$ cat src/rtl/vga_stream_gen_pkg.sv
// Shared types and helpers for the VGA stream generator.
//   pixel_t     : 30-bit {r,g,b} pixel, 10 bits per channel
//   state_e     : frame-level state (IDLE, RUN)
//   pack_rgb    : left-justifies a 3*cb-bit {R,G,B} word into pixel_t
package vga_pkg;

    typedef struct packed {
        logic [9:0] r;
        logic [9:0] g;
        logic [9:0] b;
    } pixel_t;

    typedef enum logic {
        IDLE = 1'b0,
        RUN  = 1'b1
    } state_e;

    localparam logic [29:0] COLOR_WHITE = 30'h3FFFFFFF;
    localparam logic [29:0] COLOR_BLACK = 30'h0;

    // rgb holds {R,G,B} of cb bits each in its low 3*cb bits; cb <= 10.
    function automatic pixel_t pack_rgb(input logic [29:0] rgb, input int unsigned cb);
        pixel_t      p;
        logic [29:0] m;
        m   = (30'd1 << cb) - 30'd1;
        p.b = 10'(( rgb             & m) << (10 - cb));
        p.g = 10'(((rgb >> cb)      & m) << (10 - cb));
        p.r = 10'(((rgb >> (2 * cb)) & m) << (10 - cb));
        return p;
    endfunction

endpackage

$ cat src/rtl/vga_stream_gen_if.sv
// Avalon-ST video source bundle (readyLatency 0).
//   master : drives data/valid/startofpacket/endofpacket, samples ready
//   slave  : the sink side
interface vga_stream_gen_if;
    logic [29:0] avalon_streaming_source_data;
    logic        avalon_streaming_source_valid;
    logic        avalon_streaming_source_ready;
    logic        avalon_streaming_source_startofpacket;
    logic        avalon_streaming_source_endofpacket;

    modport master (
        output avalon_streaming_source_data,
        output avalon_streaming_source_valid,
        output avalon_streaming_source_startofpacket,
        output avalon_streaming_source_endofpacket,
        input  avalon_streaming_source_ready
    );

    modport slave (
        input  avalon_streaming_source_data,
        input  avalon_streaming_source_valid,
        input  avalon_streaming_source_startofpacket,
        input  avalon_streaming_source_endofpacket,
        output avalon_streaming_source_ready
    );
endinterface

$ cat src/rtl/vga_stream_gen_pos_counter.sv
// Raster position counter: (x,y) of the next pixel to be loaded.
//   clk, rst_n : clock, async active-low reset
//   adv_i      : advance one pixel (a load happens this cycle)
//   x_o        : column of the pending pixel
//   x_nxt_o    : column that will be pending after this cycle
//   sop_o/eop_o       : pending pixel is first/last of the frame
//   row_hit_o/scr_hit_o : pending pixel is the next_row/next_screen trigger
module vga_pos_counter #(
    parameter int H_ACTIVE    = 640,
    parameter int V_ACTIVE    = 480,
    parameter int ROW_LEAD    = 80,
    parameter int SCREEN_LEAD = 1040,
    parameter int XW          = $clog2(H_ACTIVE),
    parameter int YW          = $clog2(V_ACTIVE)
) (
    input  logic          clk,
    input  logic          rst_n,
    input  logic          adv_i,
    output logic [XW-1:0] x_o,
    output logic [XW-1:0] x_nxt_o,
    output logic          sop_o,
    output logic          eop_o,
    output logic          row_hit_o,
    output logic          scr_hit_o
);
    localparam int SCR_IDX = H_ACTIVE * V_ACTIVE - SCREEN_LEAD;
    localparam logic [XW-1:0] X_LAST = XW'(H_ACTIVE - 1);
    localparam logic [YW-1:0] Y_LAST = YW'(V_ACTIVE - 1);
    localparam logic [XW-1:0] ROW_X  = XW'(H_ACTIVE - ROW_LEAD);
    localparam logic [XW-1:0] SCR_X  = XW'(SCR_IDX % H_ACTIVE);
    localparam logic [YW-1:0] SCR_Y  = YW'(SCR_IDX / H_ACTIVE);

    logic [XW-1:0] x_q, x_d;
    logic [YW-1:0] y_q, y_d;

    always_comb begin
        x_d = x_q;
        y_d = y_q;
        if (adv_i) begin
            if (x_q == X_LAST) begin
                x_d = '0;
                y_d = (y_q == Y_LAST) ? '0 : y_q + YW'(1);
            end else begin
                x_d = x_q + XW'(1);
            end
        end
    end

    always_ff @(posedge clk or negedge rst_n) begin
        if (!rst_n) begin
            x_q <= '0;
            y_q <= '0;
        end else begin
            x_q <= x_d;
            y_q <= y_d;
        end
    end

    assign x_o       = x_q;
    assign x_nxt_o   = x_d;
    assign sop_o     = (x_q == '0) && (y_q == '0);
    assign eop_o     = (x_q == X_LAST) && (y_q == Y_LAST);
    assign row_hit_o = (x_q == ROW_X);
    assign scr_hit_o = (x_q == SCR_X) && (y_q == SCR_Y);
endmodule

$ cat src/rtl/vga_stream_gen.sv
// Parametrised Avalon-ST video source.
//   clock_vga, reset_n : pixel clock, async active-low reset
//   enable             : frame enable, only looked at between frames
//   src                : Avalon-ST source (data/valid/ready/SOP/EOP)
//   data, address      : synchronous-read row buffer (1-cycle latency)
//   next_row           : one-cycle row-buffer refill request
//   next_screen        : one-cycle start-of-next-frame request
module vga_stream_gen
    import vga_pkg::*;
#(
    parameter int          H_ACTIVE     = 640,
    parameter int          V_ACTIVE     = 480,
    parameter int          X_START      = 80,
    parameter int          X_END        = 560,
    parameter bit          BORDER_EN    = 1'b1,
    parameter int          COLOR_BITS   = 8,
    parameter logic [29:0] BORDER_COLOR = COLOR_WHITE,
    parameter logic [29:0] BG_COLOR     = COLOR_BLACK,
    parameter int          ROW_LEAD     = 80,
    parameter int          SCREEN_LEAD  = 1040,
    parameter int          ADDR_W       = 9
) (
    input  logic                    clock_vga,
    input  logic                    reset_n,
    input  logic                    enable,
    vga_stream_gen_if.master        src,
    input  logic [3*COLOR_BITS-1:0] data,
    output logic [ADDR_W-1:0]       address,
    output logic                    next_row,
    output logic                    next_screen
);
    localparam int XW = $clog2(H_ACTIVE);
    localparam int YW = $clog2(V_ACTIVE);
    localparam logic [XW-1:0] XS   = XW'(X_START);
    localparam logic [XW-1:0] XE   = XW'(X_END);
    localparam logic [XW-1:0] XB_L = XW'(X_START - 1);
    localparam logic [XW-1:0] XB_R = XW'(X_END + 1);

    state_e        state_q;
    pixel_t        data_q, pix;
    logic          valid_q, sop_q, eop_q, next_row_q, next_screen_q;
    logic [XW-1:0] x, x_nxt;
    logic          sop_hit, eop_hit, row_hit, scr_hit;
    logic          ready, frame_end, load;

    assign ready = src.avalon_streaming_source_ready;

    // The EOP beat leaving with enable low must not also load the next
    // frame's first pixel, so that case takes priority over a load.
    assign frame_end = (state_q == RUN) && valid_q && ready && eop_q && !enable;
    assign load      = (state_q == RUN) && (!valid_q || ready) && !frame_end;

    vga_pos_counter #(
        .H_ACTIVE   (H_ACTIVE),
        .V_ACTIVE   (V_ACTIVE),
        .ROW_LEAD   (ROW_LEAD),
        .SCREEN_LEAD(SCREEN_LEAD),
        .XW         (XW),
        .YW         (YW)
    ) u_pos (
        .clk      (clock_vga),
        .rst_n    (reset_n),
        .adv_i    (load),
        .x_o      (x),
        .x_nxt_o  (x_nxt),
        .sop_o    (sop_hit),
        .eop_o    (eop_hit),
        .row_hit_o(row_hit),
        .scr_hit_o(scr_hit)
    );

    // Address is taken from the column that will be pending after this
    // edge, so the buffer has already produced its word when that pixel
    // is loaded, and stays put while the sink stalls.
    always_comb begin
        address = '0;
        if (x_nxt >= XS && x_nxt <= XE) address = ADDR_W'(x_nxt - XS);
    end

    always_comb begin
        pix = BG_COLOR;
        if (x >= XS && x <= XE) begin
            pix = pack_rgb(30'(data), COLOR_BITS);
        end else if (BORDER_EN && (x == XB_L || x == XB_R)) begin
            pix = BORDER_COLOR;
        end
    end

    always_ff @(posedge clock_vga or negedge reset_n) begin
        if (!reset_n) begin
            state_q       <= IDLE;
            data_q        <= '0;
            valid_q       <= 1'b0;
            sop_q         <= 1'b0;
            eop_q         <= 1'b0;
            next_row_q    <= 1'b0;
            next_screen_q <= 1'b0;
        end else begin
            next_row_q    <= 1'b0;
            next_screen_q <= 1'b0;
            case (state_q)
                IDLE: begin
                    if (valid_q && ready) valid_q <= 1'b0;
                    // First load comes a cycle later, after address 0 setup.
                    if (enable) state_q <= RUN;
                end
                RUN: begin
                    if (frame_end) begin
                        valid_q <= 1'b0;
                        state_q <= IDLE;
                    end else if (load) begin
                        data_q        <= pix;
                        valid_q       <= 1'b1;
                        sop_q         <= sop_hit;
                        eop_q         <= eop_hit;
                        next_row_q    <= row_hit;
                        next_screen_q <= scr_hit;
                    end
                end
                default: state_q <= IDLE;
            endcase
        end
    end

    assign src.avalon_streaming_source_data          = data_q;
    assign src.avalon_streaming_source_valid         = valid_q;
    assign src.avalon_streaming_source_startofpacket = sop_q;
    assign src.avalon_streaming_source_endofpacket   = eop_q;
    assign next_row    = next_row_q;
    assign next_screen = next_screen_q;
endmodule

$ cat src/flat_wrapper.sv
// flat-port wrapper written by rule: the top's interface ports become plain ports
module vga_stream_gen_flat import vga_pkg::*;
#(
    parameter int          H_ACTIVE     = 640,
    parameter int          V_ACTIVE     = 480,
    parameter int          X_START      = 80,
    parameter int          X_END        = 560,
    parameter bit          BORDER_EN    = 1'b1,
    parameter int          COLOR_BITS   = 8,
    parameter logic [29:0] BORDER_COLOR = COLOR_WHITE,
    parameter logic [29:0] BG_COLOR     = COLOR_BLACK,
    parameter int          ROW_LEAD     = 80,
    parameter int          SCREEN_LEAD  = 1040,
    parameter int          ADDR_W       = 9
)
  (clock_vga, reset_n, enable, data, address, next_row, next_screen, src_avalon_streaming_source_data, src_avalon_streaming_source_valid, src_avalon_streaming_source_startofpacket, src_avalon_streaming_source_endofpacket, src_avalon_streaming_source_ready);
  vga_stream_gen_if src_i ();
  input  logic clock_vga;
  input  logic reset_n;
  input  logic enable;
  input  logic [3*COLOR_BITS-1:0] data;
  output logic [ADDR_W-1:0] address;
  output logic next_row;
  output logic next_screen;
  output wire logic [$bits(src_i.avalon_streaming_source_data)-1:0] src_avalon_streaming_source_data;
  output wire logic [$bits(src_i.avalon_streaming_source_valid)-1:0] src_avalon_streaming_source_valid;
  output wire logic [$bits(src_i.avalon_streaming_source_startofpacket)-1:0] src_avalon_streaming_source_startofpacket;
  output wire logic [$bits(src_i.avalon_streaming_source_endofpacket)-1:0] src_avalon_streaming_source_endofpacket;
  input wire logic [$bits(src_i.avalon_streaming_source_ready)-1:0] src_avalon_streaming_source_ready;
  assign src_avalon_streaming_source_data = src_i.avalon_streaming_source_data;
  assign src_avalon_streaming_source_valid = src_i.avalon_streaming_source_valid;
  assign src_avalon_streaming_source_startofpacket = src_i.avalon_streaming_source_startofpacket;
  assign src_avalon_streaming_source_endofpacket = src_i.avalon_streaming_source_endofpacket;
  assign src_i.avalon_streaming_source_ready = src_avalon_streaming_source_ready;
  vga_stream_gen #(.H_ACTIVE(H_ACTIVE), .V_ACTIVE(V_ACTIVE), .X_START(X_START), .X_END(X_END), .BORDER_EN(BORDER_EN), .COLOR_BITS(COLOR_BITS), .BORDER_COLOR(BORDER_COLOR), .BG_COLOR(BG_COLOR), .ROW_LEAD(ROW_LEAD), .SCREEN_LEAD(SCREEN_LEAD), .ADDR_W(ADDR_W)) u_core (.clock_vga(clock_vga), .reset_n(reset_n), .enable(enable), .src(src_i), .data(data), .address(address), .next_row(next_row), .next_screen(next_screen));
endmodule
$ cat config.mk
export PLATFORM = sky130hd
export DESIGN_NAME = vga_stream_gen_flat
export DESIGN_NICKNAME = d
export VERILOG_FILES = /design/src/rtl/vga_stream_gen_pkg.sv /design/src/rtl/vga_stream_gen_if.sv /design/src/rtl/vga_stream_gen_pos_counter.sv /design/src/rtl/vga_stream_gen.sv /design/src/flat_wrapper.sv
export SDC_FILE = /design/constraint.sdc
export NUM_CORES = 1
export LEC_CHECK = 0
export CAP_MARGIN = 0
export CORE_UTILIZATION = 44
export DETAILED_ROUTE_END_ITERATION = 12
export GPL_TIMING_DRIVEN = 0
export PLACE_DENSITY = 0.79
export RECOVER_POWER = 100
export SLEW_MARGIN = 20
export SYNTH_ARGS = -nofsm -noshare
export SYNTH_HDL_FRONTEND = slang
export SYNTH_SLANG_ARGS = --single-unit
export TNS_END_PERCENT = 5
$ cat constraint.sdc
create_clock -name clock_vga -period 3.3 [get_ports clock_vga]
set_input_delay 0.66 -clock clock_vga [delete_from_list [all_inputs] [get_ports clock_vga]]
set_output_delay 0.66 -clock clock_vga [all_outputs]
set_load 0.1 [all_outputs]
==> summary.txt <==
Run status
  – Result of the run: complete, but fails checks
  – Failing checks: max-capacitance violations, max-slew violations, negative setup slack

Worst setup path
  – CP Capture Type: output pin
  – Crit path launch type: flip-flop
  – Crit path DAT: 3.04 ns
  – WP data required: 2.64 ns
  – Critical path fanouts, max: 6
  – CP Class: reg2out

Drt
  – ANT nets after route: 0
  – Residual DRC count: 0
  – DR WL/cell: 16.54 um
  – Drt pass-1 iters: 4
  – 1st-iter DRT viols: 187
  – Vias: 2595
  – Vias/cell: 5.805
  – DRT Wirelength: 7393 um

Clock network
  – Sink Count: 50
  – Worst-path clk slew: 0.10 ns
  – Clock Tree Root: clkbuf_8
  – CTS tree: built
  – Cts bufs inserted: 5
  – CTS Buffer Depth: 2
  – Clk_lat worst skew: 0.31 ns
  – Htree depth: 2

Synthesis
  – Largest cells by area after synthesis: dfrtp_1, a221o_1, ha_1, nand2_1, nor2_1
  – Synth cell types: 50
  – Synth Net Count: between 300 and 400
  – Top FF cell, synth: dfrtp_1
  – Cell count after synthesis: ~270
  – #FFs+latches synth: 50
  – Post-synthesis mux area share: 0.3733%
  – Synth Warn #: 0
  – Share of the synthesized area in the top cell type: 46.66%
  – Synth Area in Adders: between 4 and 5%
  – Largest family of logic cells by synthesized area: compound AO/OA/AOI/OAI gates
  – Post-synth EDFFs: 0
  – Synth Area in Compound Gates: between 20% and 30%
  – Simple-Gate Fraction of Synth Area: 19.69%
  – Ys async rst share: 100.0%
  – Xor and xnor area share after synthesis: roughly 2.9%
  – Yosys top cell by area: dfrtp_1
  – Synth Area per Inst: a little over 10 um2
  – Synth Cell Area: roughly 0.0027 mm2
  – Seq/Total Area, Yosys: 46.66%

Cells and area
  – Fillers: 415
  – Layout cell share with drive strength beyond 1: 28.76%
  – Commonest non-fill, non-tap cell in the layout: clkdlybuf4s50_1
  – Most frequent cells in the layout: clkdlybuf4s50_1, dfrtp_1, buf_4, a221o_1, nand2_1
  – # diodes: 0
  – Nets@finish: 408
  – Synth-to-Final Area Change: 57.26%

STA
  – RSZ-0062 raised after global routing: true
  – Final Cycle Share: 112.1%
  – Final min period: 3.698 ns
  – Worst-Margin Slew: 1.682 ns
  – Hold_ws: 0.4603 ns
  – Final worst setup slack: -0.3980 ns
  – Final setup TNS: -3.208 ns
  – Clk_skew: roughly 0.0074 ns
  – Max Fclk: 270.4 MHz
  – Final hold viol count: 0
  – Slew Limit Headroom: -12.12%
  – Final Setup Violations: 9
  – Pins Over Slew Limit: 34

Placed design
  – Worst slack, placed: -1.818 ns
  – Port bufs: slightly above 70
  – GPL Wtd Cong: 0.8515
  – Dpl hpwl: 4907 um

Floorplan
  – Die W: 80.07 um
  – Num rows: 28
  – Initial core utilization: 45.56%
  – Num ports: just over 70
  – Die Y: 80.07 um
  – Core Area: between 0.005 and 0.006 mm2
  – Full die area: 0.006410 mm2

Global routing
  – Vias in the first global route: 2443
  – Pin count of the biggest net entering global routing: 34
  – Total congestion overflow: 0
  – Initial antenna violation count: 0
  – Total GRT Usage: between 20% and 30%
  – First-pass GRT wire length: about 12000 um

Power and ir drop
  – Peak supply drop: approximately 0.0024 V
  – Pwr dens: 1006 mW/mm2
  – LEAKAGE: 1.748 nW

Min path
  – Worst min path class: in2async

Flow run
  – Max Cap Viol: 1
-- power by group --
group / switching [mW] / leakage (nW) / internal [mW] / total, mW
Clock: 0.215 / 0.0441 / 0.149 / 0.364
Sequential: 0.0891 / 0.610 / 0.733 / 0.822
Combinational: 1.99 / 1.09 / 1.07 / 3.06
-- Yosys cell counts (all sizes together), types with 5 or more instances --
master / instances
dfrtp: 50
a221o: 24
nand2: 23
nor2: 20
o21ai: 14
buf: 11
nand3: 11
inv: 10
ha: 9
nor3: 8
clkbuf: 7
xnor2: 6
a21o: 5
nand4: 5
nor2b: 5
nor4: 5
-- flip-flops by register name (all words and copies together) (netlist names) --
name and flops:
u_core.next_row 1, u_core.next_screen 1, u_core.src.avalon_streaming_source_data 25, u_core.src.avalon_streaming_source_endofpacket 1, u_core.src.avalon_streaming_source_startofpacket 1, u_core.src.avalon_streaming_source_valid 1, u_core.state_q 1, u_core.u_pos.x_o 10
u_core.u_pos.y_q 9
-- worst max-delay path, cell delays in order (launching register included) --
cell and delay [ns]:
dfrtp_4 0.49, nor2b_4 0.15, o21a_4 0.22, buf_4 0.17, nor3_1 0.53, o311ai_0 0.31
a32oi_4 0.39, a21o_4 0.24, nor2b_4 0.07, buf_12 0.16
-- stage by stage --
step | instances | utilization [%] | power, mW | area [um2]
2_1_floorplan | 265 | - | 2.824 | 2867
3_3_place_gp | 411 | 62.37 | 3.281 | 3671
3_5_place_dp | 412 | 62.63 | 3.318 | 3686
4_1_cts | 435 | 69.20 | 4.119 | 4073
5_1_grt | 447 | 71.64 | 4.425 | 4217
6_report | 447 | 71.64 | 4.243 | 4217
-- kinds of logic (layout without fill, tap and decap cells) --
| logic type | after synthesis | after routing |
|---|---|---|
| buf+inv | 28 | 135 |
| simple gates | 100 | 100 |
| fa+ha+maj | 9 | 9 |
| mux | 1 | 1 |
| flops | 50 | 50 |
| xor+xnor | 9 | 9 |
| compound gates | 68 | 68 |
-- layout make-up --
class                      count  area [um2]  share of cell area, %
tap                           75       93.84                  2.226
multi-input combinational    187        1623                  38.49
clock buffer                   5       68.82                  1.632
sequential                    50        1266                  30.03
clock inverter                 3       21.27                 0.5045
buffer                        16       97.59                  2.315
inverter                      10       37.54                 0.8902
timing repair buffer         101        1008                  23.92
-- worst paths after layout --
path	start	endpoint	slack (ns)	cells after the start
setup / recovery	u_core.src.avalon_streaming_source_endofpacket$_DFFE_PN0P_	address[1]	-0.40	9
hold / removal	reset_n	u_core.src.avalon_streaming_source_data[13]$_DFFE_PN0P_	0.46	1
min in group clock_vga	u_core.src.avalon_streaming_source_startofpacket$_DFFE_PN0P_	u_core.src.avalon_streaming_source_startofpacket$_DFFE_PN0P_	0.50	2
max in group asynchronous	reset_n	u_core.u_pos.x_o[7]$_DFF_PN0_	0.65	2
setup reg to reg	u_core.u_pos.x_o[0]$_DFF_PN0_	u_core.src.avalon_streaming_source_data[9]$_DFFE_PN0P_	0.76	10
hold reg to reg	u_core.src.avalon_streaming_source_startofpacket$_DFFE_PN0P_	u_core.src.avalon_streaming_source_startofpacket$_DFFE_PN0P_	0.50	2
-- metal layers --
| layer | wire, um | vias to the layer above | track usage, % |
|---|---|---|---|
| met5 | 0 | - | 0 |
| met4 | 164 | 0 | 6.964 |
| met2 | 3640 | 122 | 40.09 |
| met1 | 3025 | 1260 | 30.06 |
| li1 | - | 1192 | - |
| met3 | 562 | 21 | 3.864 |
-- repair_timing --
action / CTS / global route
gates resized for setup: 106 / 17
pin swaps: 18 / 12
gates cloned: 0 / 0
hold buffers: 0 / 0
endpoints found under the setup margin: 9 / 9
setup buffers: 16 / 13
No activity file was read; power rests on OpenSTA's default activity.
